### src/rtl/lfsr_roll_gen_if.sv
// Control/status bundle between the dice-roll generator, its controller and the display decoder.
interface lfsr_roll_gen_if #(
  parameter int unsigned WIDTH    = 4,
  parameter int unsigned N_STAGES = 3
);
  localparam int unsigned STAGE_W = (N_STAGES > 1) ? $clog2(N_STAGES) : 1;

  logic               i_start;
  logic               i_stop;
  logic               i_seed_valid;
  logic [WIDTH-1:0]   i_seed;
  logic [WIDTH-1:0]   o_random_out;
  logic               o_update;
  logic               o_busy;
  logic               o_done;
  logic [STAGE_W-1:0] o_stage;

  modport master (
    output i_start, i_stop, i_seed_valid, i_seed,
    input  o_random_out, o_update, o_busy, o_done, o_stage
  );

  modport slave (
    input  i_start, i_stop, i_seed_valid, i_seed,
    output o_random_out, o_update, o_busy, o_done, o_stage
  );
endinterface

### src/rtl/lfsr_roll_gen.sv
// Dice-roll generator: a Galois LFSR whose step rate slows through N_STAGES stages
// before settling on a final value; supports a loadable seed and an abort control.
module lfsr_roll_gen #(
  parameter int unsigned      WIDTH        = 4,
  parameter logic [WIDTH-1:0] TAPS         = 4'b1100,
  parameter int unsigned      N_STAGES     = 3,
  parameter int unsigned      STAGE_LEN    = 2**24,
  parameter int unsigned      BASE_PERIOD  = 2**16,
  parameter int unsigned      PERIOD_SHIFT = 3
) (
  input  logic           i_clk,
  input  logic           i_rst,
  lfsr_roll_gen_if.slave bus
);

  localparam int unsigned     STAGE_W    = (N_STAGES > 1) ? $clog2(N_STAGES) : 1;
  localparam int unsigned     SCNT_W     = (STAGE_LEN > 1) ? $clog2(STAGE_LEN) : 1;
  localparam longint unsigned MAX_PERIOD = 64'(BASE_PERIOD) << ((N_STAGES - 1) * PERIOD_SHIFT);
  localparam int unsigned     PCNT_W     = (MAX_PERIOD > 1) ? $clog2(MAX_PERIOD) : 1;

  localparam logic [SCNT_W-1:0]  STAGE_END  = SCNT_W'(STAGE_LEN - 1);
  localparam logic [STAGE_W-1:0] LAST_STAGE = STAGE_W'(N_STAGES - 1);

  if (WIDTH < 2 || WIDTH > 16 || N_STAGES < 1 || N_STAGES > 8 || BASE_PERIOD < 1 ||
      MAX_PERIOD > 64'(STAGE_LEN) || MAX_PERIOD >= 64'h1_0000_0000) begin : g_bad_params
    $error("lfsr_roll_gen: parameters out of range (largest period must be <= STAGE_LEN and < 2**32)");
  end

  typedef enum logic {IDLE, RUN} state_t;

  state_t             state_q, state_d;
  logic [WIDTH-1:0]   seed_q, seed_d;
  logic [WIDTH-1:0]   value_q, value_d;
  logic [STAGE_W-1:0] stage_q, stage_d;
  logic [SCNT_W-1:0]  scnt_q, scnt_d;
  logic [PCNT_W-1:0]  pcnt_q, pcnt_d;
  logic               update_q, update_d;
  logic               done_q, done_d;

  function automatic logic [WIDTH-1:0] lfsr_step(input logic [WIDTH-1:0] x);
    return (x >> 1) ^ (x[0] ? TAPS : '0);
  endfunction

  // An all-zero seed would lock the LFSR, so it is replaced by all-ones.
  function automatic logic [WIDTH-1:0] seed_fix(input logic [WIDTH-1:0] s);
    return (s == '0) ? '1 : s;
  endfunction

  function automatic logic [PCNT_W-1:0] period_m1(input logic [STAGE_W-1:0] stg);
    longint unsigned p;
    p = 64'(BASE_PERIOD) << (32'(stg) * PERIOD_SHIFT);
    return PCNT_W'(p - 64'd1);
  endfunction

  always_comb begin
    state_d  = state_q;
    seed_d   = seed_q;
    value_d  = value_q;
    stage_d  = stage_q;
    scnt_d   = scnt_q;
    pcnt_d   = pcnt_q;
    update_d = 1'b0;
    done_d   = 1'b0;

    if (bus.i_seed_valid) seed_d = seed_fix(bus.i_seed);

    // Start outranks stop; a seed loaded in the same cycle is the one used.
    if (bus.i_start) begin
      state_d = RUN;
      value_d = seed_d;
      stage_d = '0;
      scnt_d  = '0;
      pcnt_d  = '0;
    end else if (state_q == RUN) begin
      if (bus.i_stop) begin
        state_d = IDLE;
        done_d  = 1'b1;
      end else begin
        scnt_d = scnt_q + 1'b1;
        pcnt_d = pcnt_q + 1'b1;
        if (pcnt_q == period_m1(stage_q)) begin
          value_d  = lfsr_step(value_q);
          pcnt_d   = '0;
          update_d = 1'b1;
        end
        // Stage end overrides the counter updates but keeps any coincident step.
        if (scnt_q == STAGE_END) begin
          scnt_d = '0;
          pcnt_d = '0;
          if (stage_q == LAST_STAGE) begin
            state_d = IDLE;
            done_d  = 1'b1;
          end else begin
            stage_d = stage_q + 1'b1;
          end
        end
      end
    end
  end

  always_ff @(posedge i_clk) begin
    if (i_rst) begin
      state_q  <= IDLE;
      seed_q   <= '1;
      value_q  <= '0;
      stage_q  <= '0;
      scnt_q   <= '0;
      pcnt_q   <= '0;
      update_q <= 1'b0;
      done_q   <= 1'b0;
    end else begin
      state_q  <= state_d;
      seed_q   <= seed_d;
      value_q  <= value_d;
      stage_q  <= stage_d;
      scnt_q   <= scnt_d;
      pcnt_q   <= pcnt_d;
      update_q <= update_d;
      done_q   <= done_d;
    end
  end

  assign bus.o_random_out = value_q;
  assign bus.o_update     = update_q;
  assign bus.o_busy       = (state_q == RUN);
  assign bus.o_done       = done_q;
  assign bus.o_stage      = stage_q;

endmodule
### src/flat_wrapper.sv
// flat-port wrapper written by rule: the top's interface ports become plain ports
module lfsr_roll_gen_flat 
#(
  parameter int unsigned      WIDTH        = 4,
  parameter logic [WIDTH-1:0] TAPS         = 4'b1100,
  parameter int unsigned      N_STAGES     = 3,
  parameter int unsigned      STAGE_LEN    = 2**24,
  parameter int unsigned      BASE_PERIOD  = 2**16,
  parameter int unsigned      PERIOD_SHIFT = 3
)
  (i_clk, i_rst, bus_i_start, bus_i_stop, bus_i_seed_valid, bus_i_seed, bus_o_random_out, bus_o_update, bus_o_busy, bus_o_done, bus_o_stage);
  lfsr_roll_gen_if #(.WIDTH(WIDTH), .N_STAGES(N_STAGES)) bus_i ();
  input  logic i_clk;
  input  logic i_rst;
  input wire logic [$bits(bus_i.i_start)-1:0] bus_i_start;
  input wire logic [$bits(bus_i.i_stop)-1:0] bus_i_stop;
  input wire logic [$bits(bus_i.i_seed_valid)-1:0] bus_i_seed_valid;
  input wire logic [$bits(bus_i.i_seed)-1:0] bus_i_seed;
  output wire logic [$bits(bus_i.o_random_out)-1:0] bus_o_random_out;
  output wire logic [$bits(bus_i.o_update)-1:0] bus_o_update;
  output wire logic [$bits(bus_i.o_busy)-1:0] bus_o_busy;
  output wire logic [$bits(bus_i.o_done)-1:0] bus_o_done;
  output wire logic [$bits(bus_i.o_stage)-1:0] bus_o_stage;
  assign bus_i.i_start = bus_i_start;
  assign bus_i.i_stop = bus_i_stop;
  assign bus_i.i_seed_valid = bus_i_seed_valid;
  assign bus_i.i_seed = bus_i_seed;
  assign bus_o_random_out = bus_i.o_random_out;
  assign bus_o_update = bus_i.o_update;
  assign bus_o_busy = bus_i.o_busy;
  assign bus_o_done = bus_i.o_done;
  assign bus_o_stage = bus_i.o_stage;
  lfsr_roll_gen #(.WIDTH(WIDTH), .TAPS(TAPS), .N_STAGES(N_STAGES), .STAGE_LEN(STAGE_LEN), .BASE_PERIOD(BASE_PERIOD), .PERIOD_SHIFT(PERIOD_SHIFT)) u_core (.i_clk(i_clk), .i_rst(i_rst), .bus(bus_i));
endmodule
### config.mk
export PLATFORM = sky130hd
export DESIGN_NAME = lfsr_roll_gen_flat
export DESIGN_NICKNAME = d
export VERILOG_FILES = /design/src/rtl/lfsr_roll_gen_if.sv /design/src/rtl/lfsr_roll_gen.sv /design/src/flat_wrapper.sv
export SDC_FILE = /design/constraint.sdc
export NUM_CORES = 1
export LEC_CHECK = 0
export ABC_AREA = 1
export BUFFER_PORTS_ARGS = -buffer_cell sky130_fd_sc_hd__buf_2
export CAP_MARGIN = 20
export CORE_ASPECT_RATIO = 2
export CORE_MARGIN = 3
export CORE_UTILIZATION = 48
export DETAILED_ROUTE_END_ITERATION = 10
export PLACE_DENSITY = 0.65
export SYNTH_ARGS = -nofsm -noshare
export SYNTH_HDL_FRONTEND = slang
export SYNTH_SLANG_ARGS = --single-unit
### constraint.sdc
create_clock -name i_clk -period 4.55 [get_ports i_clk]
set_clock_uncertainty 0.15 [all_clocks]
set_input_delay 1.1375 -clock i_clk [delete_from_list [all_inputs] [get_ports i_clk]]
set_output_delay 1.1375 -clock i_clk [all_outputs]
set_load 0.02 [all_outputs]
# Word level (Yosys, flattened, before mapping)
# Cells that the tools add are included.
[word_totals] register_bits=59 inputBits=9 out_inout_bits=9 wordCells=50
[op_classes] addsub=4 multipliers=1 eq_ne=4 shift=1 muxes=19 bitwise_logic=4 n_reduce_logical=9
[ops] operator="two-way mux 22 bit" n=2
[ops] operator="two-way mux 4 bit" n=7
[ops] operator="adder 24 x 1 -> 24 bit (second input constant)" n=1
[ops] operator="== test 24 bit (second input constant)" n=1
[ops] operator="two-way mux 24 bit" n=1
[ops] operator="adder 22 x 1 -> 22 bit (second input constant)" n=1
[ops] operator="== test 22 bit" n=1
[ops] operator="left shift 17 x 4 -> 22 bit (first input constant)" n=1
[ops] operator="subtractor 22 x 1 -> 22 bit (second input constant)" n=1
[ops] operator="two-way mux 1 bit" n=9
[ops] operator="logical NOT 4 bit" n=1
[ops] operator="multiplier 2 x 2 -> 4 bit (second input constant)" n=1
[ops] operator="AND reduction 4 bit" n=1
[ops] operator="nonzero test 2 bit" n=2
[ops] operator="OR reduction 4 bit" n=1
[ops] operator="XOR 3 x 4 -> 4 bit" n=1
[ops] operator="inverter 1 bit" n=3
[ops] operator="AND reduction 3 bit" n=1
[ops] operator="OR reduction 3 bit" n=1
[ops] operator="adder 2 x 1 -> 2 bit (second input constant)" n=1
[ops] operator="== test 2 bit (second input constant)" n=1
[ops] operator="inequality test 2 bit (second input constant)" n=1
[ops] operator="AND reduction 2 bit" n=1
[ops] operator="OR reduction 2 bit" n=1

# Logic depth before layout (Yosys ltp)
[logic_depth] word_depth=8 depth_mapped=13 mapped_depth_nobuf=13

# Worst setup path after synthesis
# No wires, ideal clock.
[synth_path] kind="input to register" from="input bus_i_stop" to="register u_core.scnt_q[19]" setup_time_ps=115 arrival_ps=2122 required_time_ps=4285 setup_slack_ps=2163 path_stages=9 n_path_buf=0 path_cell_list="inv_1 -> nand2_1 -> inv_1 -> nand2_1 -> nor2_4 -> nand3_1 -> nand3_1 -> nand2_1 -> o21a_1"
[synth_via] elab_chain_len=2
[synth_rtl] element="from (decl)" line="flat_wrapper.sv:16" rtl="input wire logic [$bits(bus_i.i_stop)-1:0] bus_i_stop;"
[synth_rtl] element="inverter 1 bit (no source line)"
[synth_rtl] element="AND reduction 2 bit (no source line)"
[synth_rtl] element="to (signal assigned)" line="lfsr_roll_gen.sv:116" rtl="scnt_q <= scnt_d;"
[synth_rtl] element="to (decl)" line="lfsr_roll_gen.sv:35" rtl="logic [SCNT_W-1:0] scnt_q, scnt_d;"
# Every way passes these cells.
# A chain may end at the register's enable or synchronous reset.

# Worst setup path in the final report
# Same ends and word-level chain as after synthesis.

==> flow_summary.yaml <==
synth:
  synth_xor_area_share_pct: 6.38
  ys_seq_area_share_pct: 34.4
  syn_inst: 494
  yosysWarningCount: 0
  synthMuxAreaShare_pct: 0
  synth_cell_types: 35
  synthAdderAreaFrac_pct: 3.28
  synth-compound-area-share_pct: 8.16
  ys_seq_elements: 59
  netlist_area_um2: 3430
  avgSynthCellArea_um2: 6.95
  synth_top_family_by_area: "simple AND/OR/NAND/NOR gates"
  syn_nets: 512
  synth-simple-area-share_pct: 40.5
die:
  die_h_um: 126
  initial_core_util_pct: 49.5
  ios: 18
  dieArea_um2: 8260
  die-width_um: 65.8
  rows: 43
  core-area_um2: 6940
critical_path:
  reg2reg_depth: 10
  ff2ff_setup_slack_ps: 2210
  end_kind: "flip-flop"
  critPathKind: "in -> reg"
  worst_setup_path_start_kind: "primary input"
  worstReg2RegEnd: "u_core.pcnt_q[21]$_SDFFE_PP0P_"
  worstPathRequired_ps: 4620
  arrival_ps: 2700
  critPathMaxFanout: 16
  reg2reg_from: "u_core.bus.o_stage[1]$_SDFFE_PP0P_"
cts:
  cts_made_buffers: 9
  ctsHoldBuffers: 0
  clkTransAtPathRegs_ps: 50
  cts_sinks: 59
  cts_max_level: 3
  ctsRootBufferMaster: "clkbuf_16"
  post-cts-setup-buffers: 0
  clk_latency_ps: 330
  cts_max_path_buffers: 2
  cts_tree: "built"
  post_cts_resized: 0
power_and_ir_drop:
  power_density_nw_per_um2: 305
  p_leak_nw: 1.47
  ir_worst_vdd_uv: 202
layout:
  nFillCells: 691
  finish.instance_area_um2: 3870
  antenna_cells: 0
  nets: 530
  syn_to_final_growth_pct: 12.7
  drive_gt1_share_pct: 14.7
hold_path:
  min_from: "u_core.bus.o_busy$_SDFF_PP0_"
  min_path_cells: 2
  min_path_type: "reg -> reg"
  holdPathEnd: "u_core.bus.o_done$_SDFF_PP0_"
placement:
  dp_hpwl_um: 5780
  io_buffers: 17
  post_dp_cell_area_um2: 3580
  place.gp.congestion: 0.845
route:
  drt_iter0_drc: 202
  drt_wl_total_um: 7900
  drc: 0
  first_pass_iters: 4
  drtAntennaViolNets: 0
  vias: 3158
  wl_per_cell_um: 13.0
  viasPerCell: 5.20
sta:
  hold_viol: 0
  timing.final.crit_period_ps: 2630
  final.setup.tns_ps: 0
  finalSetupViolCount: 0
  relSlewSlack_pct: 60.4
  timing.final.crit_share_pct: 57.7
  hold_ws_ps: 317
  max_freq_ghz: 0.381
  drv_slew: 0
  worstMarginPinSlew_ps: 593
  rsz0062_at_grt: "no"
global_routing:
  grt_first_pass_wirelength_um: 13300
  grt_max_degree: 34
  grt_use_total_pct: 20.9
  overflow: 0
  antenna_found_initial: 0
  grt_pass1_vias: 3019
run_status:
  outcome: "finished, final reports clean"
job:
  maxCapViolCount: 0
==> cells in the final DEF (no fill, tap or decap), types with 2 or more instances in the layout <==
cell type    n
a21oi_1     28
inv_2        5
ha_1         9
nand3_1     42
nand2_1    121
dfxtp_1     59
nand4_2      2
or2_2        2
nor2_2       8
buf_2       17
o21ai_0     20
nand2_4      2
nor2_4       7
clkinv_2     5
nand3b_1     2
nand2_2      5
nor3_1       9
nor3_2       2
nand4_1     16
inv_1       46
nand3_2      4
xor2_1      15
clkbuf_16    9
xnor2_1     10
nor2_1      58
==> logic make-up (layout without fill, tap and decap cells) <==
logic type,Yosys count,count (layout)
flip-flops,59,59
AND/OR/NAND/NOR,285,285
AO/OA/AOI/OAI,53,53
adder cells (fa/ha/maj),9,9
buffers and inverters,63,86
XOR/XNOR,25,25
==> worst max path at each step <==
| stage | startpoint | cells past startpoint | end | slack, ps |
|---|---|---|---|---|
| 2_1_floorplan | bus_i_stop | 9 | u_core.scnt_q[19]$_SDFFE_PP0P_ | 2160 |
| 3_3_place_gp | bus_i_stop | 10 | u_core.scnt_q[19]$_SDFFE_PP0P_ | 1580 |
| 3_5_place_dp | bus_i_start | 4 | u_core.scnt_q[16]$_SDFFE_PP0P_ | 1540 |
| 4_1_cts | bus_i_start | 4 | u_core.scnt_q[16]$_SDFFE_PP0P_ | 1880 |
| 5_1_grt | bus_i_stop | 9 | u_core.scnt_q[9]$_SDFFE_PP0P_ | 1720 |
| 6_report | bus_i_stop | 10 | u_core.scnt_q[19]$_SDFFE_PP0P_ | 1920 |
==> flip-flops by register name, indices dropped and copies added, names as in the netlist <==
signal,flops
u_core.scnt_q,24
u_core.pcnt_q,22
u_core.bus.o_random_out,4
u_core.seed_q,4
u_core.bus.o_stage,2
u_core.bus.o_busy,1
u_core.bus.o_done,1
u_core.bus.o_update,1
==> through the flow <==
stage | power, mW | setup slack, ps | std cells | utilization, %
after floorplan | 0.572 | 2160 | 494 | -
after global placement | 0.588 | 1580 | 590 | 51.6
after detailed placement | 0.589 | 1540 | 590 | 51.6
after CTS | 1.19 | 1880 | 606 | 55.4
after global routing | 1.22 | 1720 | 607 | 55.8
final | 1.18 | 1920 | 607 | 55.8
==> report_power, final <==
part           switching, mW  total (mW)  internal [mW]  leakage (nW)
Combinational         0.0368      0.0534         0.0166         0.861
Clock                  0.238       0.600          0.363         0.132
Sequential           0.00340       0.527          0.523         0.477
Total                  0.278        1.18          0.903          1.47
==> synthesized netlist by cell type, drive strengths merged <==
master     n  area share, %
a211oi     1           0.22
o21a       1           0.22
xor2      15            3.8
nor2      73             10
xnor2     10            2.6
nand3     47            7.8
inv       51            5.6
nor4       1           0.36
nor3      11            1.9
o21bai     1           0.22
buf        5           0.91
ha         9            3.3
nand4     19            4.3
nand3b     3           0.77
o2111ai    1           0.26
nand2    128             15
dfxtp     59             34
a21oi     29            4.3
o21ai     20            2.9
clkbuf     7           0.77
or2        3           0.55
==> layer usage <==
layer | share of wire, % | vias to the layer above | GRT usage, %
met1 | 38 | 1444 | 21.3
met4 | 4.7 | 0 | 13.2
met2 | 55 | 53 | 37.0
met5 | 0 | - | 0
li1 | - | 1631 | -
met3 | 2.1 | 30 | 3.95
==> final cells by class <==
cell class	instances	area, µm²	share of cell area, %
tap	90	113	2.91
multi-input combinational	372	2000	51.8
clock inverter	6	32.5	0.841
timing repair buffer	19	120	3.10
sequential	59	1180	30.5
clock buffer	10	229	5.92
inverter	51	191	4.95
==> critical path, stage by stage <==
cell and delay, ps:
buf_2 100, inv_1 70, nand2_1 80, inv_1 450, nand2_1 280, nor2_4 190, nand3_1 110, nand3_1 120
nand2_1 60, o21a_1 90
No activity file was read; power rests on OpenSTA's default activity.
